--- src/rtl/uart_alu_ctrl.sv ---
// Sequencer that gathers operand A, operand B and an opcode from the UART receiver,
// runs them through the external ALU and sends the one-byte result back out.
module uart_alu_ctrl #(
  parameter int NB_DATA        = 8,
  parameter int NB_OP          = 6,
  parameter int NB_TIMEOUT     = 24,
  parameter int TIMEOUT_CYCLES = 1000000
) (
  input  logic               i_clock,
  input  logic               i_reset,
  input  logic               i_rx_done_tick,
  input  logic [NB_DATA-1:0] i_rx_data,
  input  logic               i_tx_done_tick,
  input  logic [NB_DATA-1:0] i_alu_result,
  output logic [NB_DATA-1:0] o_alu_a,
  output logic [NB_DATA-1:0] o_alu_b,
  output logic [NB_OP-1:0]   o_alu_op,
  output logic               o_tx_start,
  output logic [NB_DATA-1:0] o_tx_data,
  output logic               o_busy,
  output logic               o_error,
  output logic               o_overrun
);

  typedef enum logic [2:0] {
    WAIT_A, WAIT_B, WAIT_OP, EXEC, SEND, WAIT_TX
  } state_t;

  localparam logic [NB_TIMEOUT-1:0] TIMEOUT_LAST = NB_TIMEOUT'(TIMEOUT_CYCLES - 1);

  state_t               state, state_next;
  logic [NB_DATA-1:0]   alu_a_next, alu_b_next, tx_data_next;
  logic [NB_OP-1:0]     alu_op_next;
  logic [NB_OP-1:0]     rx_op;
  logic [NB_TIMEOUT-1:0] timer, timer_next;
  logic                 op_valid;
  logic                 timed_out;
  logic                 error_next, overrun_next, tx_start_next, busy_next;

  assign rx_op     = i_rx_data[NB_OP-1:0];
  assign timed_out = (timer == TIMEOUT_LAST);

  always_comb begin
    op_valid = 1'b0;
    case (rx_op)
      NB_OP'(6'b100000), NB_OP'(6'b100010), NB_OP'(6'b100100), NB_OP'(6'b100101),
      NB_OP'(6'b100110), NB_OP'(6'b100111), NB_OP'(6'b000011), NB_OP'(6'b000010):
        op_valid = 1'b1;
      default: op_valid = 1'b0;
    endcase
  end

  // A byte arriving on the same cycle as the timeout wins: the rx check comes first.
  always_comb begin
    state_next    = state;
    alu_a_next    = o_alu_a;
    alu_b_next    = o_alu_b;
    alu_op_next   = o_alu_op;
    tx_data_next  = o_tx_data;
    timer_next    = '0;
    error_next    = 1'b0;
    tx_start_next = 1'b0;
    case (state)
      WAIT_A: begin
        if (i_rx_done_tick) begin
          alu_a_next = i_rx_data;
          state_next = WAIT_B;
        end
      end
      WAIT_B: begin
        if (i_rx_done_tick) begin
          alu_b_next = i_rx_data;
          state_next = WAIT_OP;
        end else if (timed_out) begin
          error_next = 1'b1;
          state_next = WAIT_A;
        end else begin
          timer_next = timer + 1'b1;
        end
      end
      WAIT_OP: begin
        if (i_rx_done_tick) begin
          if (op_valid) begin
            alu_op_next = rx_op;
            state_next  = EXEC;
          end else begin
            error_next = 1'b1;
            state_next = WAIT_A;
          end
        end else if (timed_out) begin
          error_next = 1'b1;
          state_next = WAIT_A;
        end else begin
          timer_next = timer + 1'b1;
        end
      end
      EXEC: begin
        tx_data_next  = i_alu_result;
        tx_start_next = 1'b1;
        state_next    = SEND;
      end
      SEND: begin
        state_next = WAIT_TX;
      end
      WAIT_TX: begin
        if (i_tx_done_tick) state_next = WAIT_A;
      end
      default: state_next = WAIT_A;
    endcase
  end

  assign overrun_next = i_rx_done_tick && (state inside {EXEC, SEND, WAIT_TX});
  assign busy_next    = state_next inside {EXEC, SEND, WAIT_TX};

  always_ff @(posedge i_clock) begin
    if (!i_reset) begin
      state      <= WAIT_A;
      timer      <= '0;
      o_alu_a    <= '0;
      o_alu_b    <= '0;
      o_alu_op   <= '0;
      o_tx_data  <= '0;
      o_tx_start <= 1'b0;
      o_busy     <= 1'b0;
      o_error    <= 1'b0;
      o_overrun  <= 1'b0;
    end else begin
      state      <= state_next;
      timer      <= timer_next;
      o_alu_a    <= alu_a_next;
      o_alu_b    <= alu_b_next;
      o_alu_op   <= alu_op_next;
      o_tx_data  <= tx_data_next;
      o_tx_start <= tx_start_next;
      o_busy     <= busy_next;
      o_error    <= error_next;
      o_overrun  <= overrun_next;
    end
  end

endmodule

--- config.mk ---
export PLATFORM = sky130hd
export DESIGN_NAME = uart_alu_ctrl
export DESIGN_NICKNAME = d
export VERILOG_FILES = /design/src/rtl/uart_alu_ctrl.sv
export SDC_FILE = /design/constraint.sdc
export NUM_CORES = 1
export LEC_CHECK = 0
export ABC_AREA = 1
export ABC_CLOCK_PERIOD_IN_PS = 3500
export CORE_MARGIN = 1.5
export CORE_UTILIZATION = 55
export DETAILED_ROUTE_END_ITERATION = 12
export HOLD_SLACK_MARGIN = 0.08
export PLACE_DENSITY = 0.82
export SYNTH_ARGS = -nofsm -noshare
export SYNTH_HDL_FRONTEND = slang
export SYNTH_SLANG_ARGS = --single-unit
--- constraint.sdc ---
create_clock -name i_clock -period 3.5 [get_ports i_clock]
set_clock_uncertainty 0.1 [all_clocks]
set_input_delay 0.525 -clock i_clock [delete_from_list [all_inputs] [get_ports i_clock]]
set_output_delay 0.525 -clock i_clock [all_outputs]
set_load 0.03 [all_outputs]
# Word-level counts from Yosys, hierarchy flattened
# Cells that the tools add are included.
dict set report classes {
  add_sub_neg 1
  mux 14
  bitwise 2
  reduce_logical 10
  n_eq_ne 17
}
# op count
set op_table {}
lappend op_table {{6-bit == test, second input constant} 6}
lappend op_table {{24-bit by 1-bit adder with 24-bit output, second input constant} 1}
lappend op_table {{24-bit by 20-bit == test with 1-bit output, second input constant} 1}
lappend op_table {{3-bit one-hot mux with 6 select lines} 1}
lappend op_table {{3-bit two-way mux} 5}
lappend op_table {{3-bit == test, second input constant} 4}
lappend op_table {{6-bit by 2-bit == test with 1-bit output, second input constant} 2}
lappend op_table {{3-bit by 2-bit == test with 1-bit output, second input constant} 3}
lappend op_table {{8-bit OR reduction} 1}
lappend op_table {{1-bit two-way mux} 6}
lappend op_table {{3-bit nonzero test} 2}
lappend op_table {{2-bit AND reduction} 2}
lappend op_table {{4-bit OR reduction} 1}
lappend op_table {{3-bit by 1-bit == test with 1-bit output, second input constant} 1}
lappend op_table {{3-bit zero test} 1}
lappend op_table {{3-bit AND reduction} 1}
lappend op_table {{2-bit two-way mux} 1}
lappend op_table {{1-bit NOT} 2}
lappend op_table {{1-bit one-hot mux with 2 select lines} 1}
lappend op_table {{2-bit OR reduction} 1}
lappend op_table {{1-bit logical AND} 1}
dict set report word_totals {
  elab_cells 54
  output_inout_bits 34
  reg_bits 61
  input_bits 20
}

# Longest topological paths before layout
dict set report logic_depth {
  depth_word 8
  depth_mapped 12
  ltp_nobuf 12
}

# Worst setup path after synthesis
# No wires, ideal clock.
dict set report synth_timing {
  kind {flip-flop to flip-flop}
  startpoint {register timer[0]}
  endpoint {register timer[16]}
  required_ps 3285
  n_path_buf 0
  synth_period_minus_slack_ps 1601
  setup_time_ps 115
  stages_incl_launch_ff 9
  slack_ps 1899
  t_arrival_ps 1386
  cell_sequence {dfxtp_1 ha_1 nand3_2 nor2_4 nand2_1 nor3_2 nand2_1 xor2_1 nor2_2}
}
dict set report synth_between {
  elab_chain_len 2
  word_cells_on_any_way 3
  cone_classes {1 x add/sub; 1 x eq/ne; 1 x reduce/logical}
}
# item line_no
set synth_lines {}
lappend synth_lines {{start: declaration} 35} ;# logic [NB_TIMEOUT-1:0] timer, timer_next;
lappend synth_lines {{start signal: assignment} 129} ;# timer <= timer_next;
lappend synth_lines {{parallel branches: the longest is 2 deep, another holds 24-bit by 1-bit adder with 24-bit output} n/a}
# Several ways; the timed one is not identified.
# A chain may end at the register's enable or synchronous reset.

# Worst setup path in the final report
dict set report layout_timing {
  startpoint {register timer[0]}
  endpoint {register timer[11]}
}
# The elaborated chain is that of the path after synthesis.

==> results.ini <==
[route]
dr.pass1.iters=5
drtAntennaViolNets=0
dr_total_vias=2694
routed_wl_mm=6.551
post_drt_wl_per_cell_um=12.41
vias_per_cell=5.102
drcViolationCount=0
drt_iter0_markers=156

[cells_and_area]
multi_input_area_um2=1313
final_cells=528
ff_latch_area_um2=1221
nNetsFinal=477
diodes=0
fillers=419
stdcell_area_um2=3591
drive_gt1_share_pct=9.328
syn_to_final_growth_pct=28.47

[placed_design]
numPortBuffers=53
place_inst=512
dp_hpwl_mm=4.807
place.gp.congestion=0.9250
placed_cell_area_um2=3366

[cts]
cts_root_buf=clkbuf_8
cts_setup_buffers=0
clock_latency_ns=0.34
clockBufferDepth=2
ctsResizeCount=0
clk_transition_reported_paths_ns=0.07
cts.sinks=61
cts_hold_buffers=0
htree_levels=3
cts_tree=done
numCtsBuffers=9

[sta]
finalMaxSlewViolations=0
post-route-period-util_pct=57.44
period_needed_ns=2.010
slew_headroom_pct=60.78
hold_viol_final=0
tns_ns=0
fmax_mhz=497.4
grt_setup_unrepaired=false
worst_slew_pin_slew_ns=0.5865
setup_violations=0

[setup_path]
cpPeakStageDelay_ns=0.38
cp_num_buf_inv=1
cp_max_fo=21
worst_path_dominant_cell_family=simple AND/OR/NAND/NOR gates
cp-end-kind=flip-flop
slowest_stage=dfxtp_1
crit_top_cell=nor2_1
startpoint_type=flip-flop
worstPathArrival_ns=2.12
worstPathCellList=ha_1 -> nand3_2 -> nor2_1 -> nand3_1 -> nand2_1 -> nor2_4 -> inv_2 -> nor2_1
crit_type=flip-flop to flip-flop
crit_required_ns=3.61

[synthesis]
yosys.area.top_type=dfxtp_1
synth_top_area_share_pct=43.69
synth_nets=420
synth_area_per_cell_um2=7.005
synthAdderAreaFrac_pct=0.4476
yosys-top-cells-area=dfxtp_1, nor2_1, nand2_1
synthXorXnorAreaFrac_pct=2.193
synth.distinct_cells=27
synthCells=399
synth.area.mux_share_pct=0
synth_top_family_by_area=simple AND/OR/NAND/NOR gates
synth-simple-area-share_pct=31.65
ys_ff_latch=61
synth_compound_area_share_pct=12.67
ys_seq_area_share_pct=43.69
yosys_warnings=0
netlist_area_um2=2795

[die]
dieArea_um2=5519
fp.coreArea_um2=4817
fp.dieH_um=74.29
die_width_um=74.29
start_util_pct=58.03
placementRows=25
boundaryPins=54

[grt]
use_met2_pct=40.08
grt_max_degree=22
antenna_found_initial=0
met1_usage_pct=33.93
grt_use_total_pct=25.67
busiest_layer=met2
gr-total-overflow=0
grt_pass1_wl_mm=10.72
grt_pass1_vias=2439
met3_usage_pct=5.420

[power]
p_per_area_nw_per_um2=448.4
peakVddDrop_v=0.0003483
p_leak_nw=1.384
p_total_mw=1.610

[hold_path]
min_path_type=flip-flop to flip-flop

[run_status]
status=finished clean

[run]
cap_violations=0

-- synth_stat cells (all sizes together) --
cell and count:
a21oi 31, buf 5, clkbuf 3, dfxtp 61
ha 1, inv 56, nand2 73, nand3 23
nand3b 3, nand4 3, nor2 88, nor3 10
o211ai 1, o21ai 30, o31ai 1, or2 3
xnor2 2, xor2 5
-- cells in the final DEF (no fill, tap or decap), drive strengths merged --
cell type | synthesis | routed
a21oi | 31 | 31
buf | 5 | 1
bufinv | 0 | 2
clkbuf | 3 | 12
clkdlybuf4s50 | 0 | 53
clkinv | 0 | 2
dfxtp | 61 | 61
ha | 1 | 1
inv | 56 | 56
nand2 | 73 | 73
nand3 | 23 | 23
nand3b | 3 | 3
nand4 | 3 | 3
nor2 | 88 | 88
nor3 | 10 | 10
o211ai | 1 | 1
o21ai | 30 | 30
o31ai | 1 | 1
or2 | 3 | 3
xnor2 | 2 | 2
xor2 | 5 | 5
-- power by group --
part	switching (mW)	total (mW)	internal [mW]
registers	0.0127	0.729	0.717
logic	0.105	0.178	0.0727
clock network	0.266	0.703	0.437
total	0.383	1.61	1.23
-- layout make-up --
| type | instances | area share (%) |
|---|---|---|
| clock inverter | 4 | 1.951 |
| tap | 67 | 2.334 |
| clock buffer | 12 | 4.321 |
| timing repair buffer | 54 | 14.98 |
| multi-input combinational | 274 | 36.55 |
| inverter | 56 | 5.854 |
| sequential | 61 | 34.01 |
-- worst min-delay path, delay by kind of cell, from the launching register on --
family	cells	cell delay, ns
flops	1	0.31
compound gates	1	0.05
buf+inv	1	0.04
-- sequential cells by signal, indices dropped and copies added (netlist names) --
register	cells
o_alu_b	8
o_tx_start	1
o_overrun	1
timer	24
o_alu_op	6
o_busy	1
o_alu_a	8
o_tx_data	8
o_error	1
state	3
-- path summary, 6_finish.rpt --
path                                         startpoint                       to  slack [ns]  depth (start not counted)
worst max-delay path                timer[0]$_SDFF_PP0_     timer[11]$_SDFF_PP0_        1.49                          8
worst max register to register      timer[0]$_SDFF_PP0_     timer[11]$_SDFF_PP0_        1.49                          8
worst min register to register  o_alu_a[1]$_SDFFE_PN0P_  o_alu_a[1]$_SDFFE_PN0P_        0.34                          2
worst min-delay path            o_alu_a[1]$_SDFFE_PN0P_  o_alu_a[1]$_SDFFE_PN0P_        0.34                          2
-- cells by family (layout without fill, tap and decap cells) --
| group | after synthesis | in the layout |
|---|---|---|
| AOI/OAI and AO/OA | 63 | 63 |
| xor gates and xnor gates | 7 | 7 |
| adders and majority gates | 1 | 1 |
| buffers and inverters | 64 | 126 |
| DFF | 61 | 61 |
| and+or+nand+nor | 203 | 203 |
-- layer usage --
metal  up-vias  share of wire [%]
li1       1373                  -
met1      1213                 45
met2        96                 46
met3        12                6.6
met4         0                1.8
met5         -                  0
-- through the flow --
stage | util [%] | setup slack [ns] | hold WS, ns
after global placement | 69.87 | 1.288 | 0.3309
final | 74.55 | 1.490 | 0.3424
after floorplan | - | 1.899 | 0.3408
after CTS | 74.55 | 1.455 | 0.3460
after global routing | 74.55 | 1.255 | 0.3624
after detailed placement | 69.87 | 1.258 | 0.3359
Note: power is estimated with default switching activity, not from simulation.
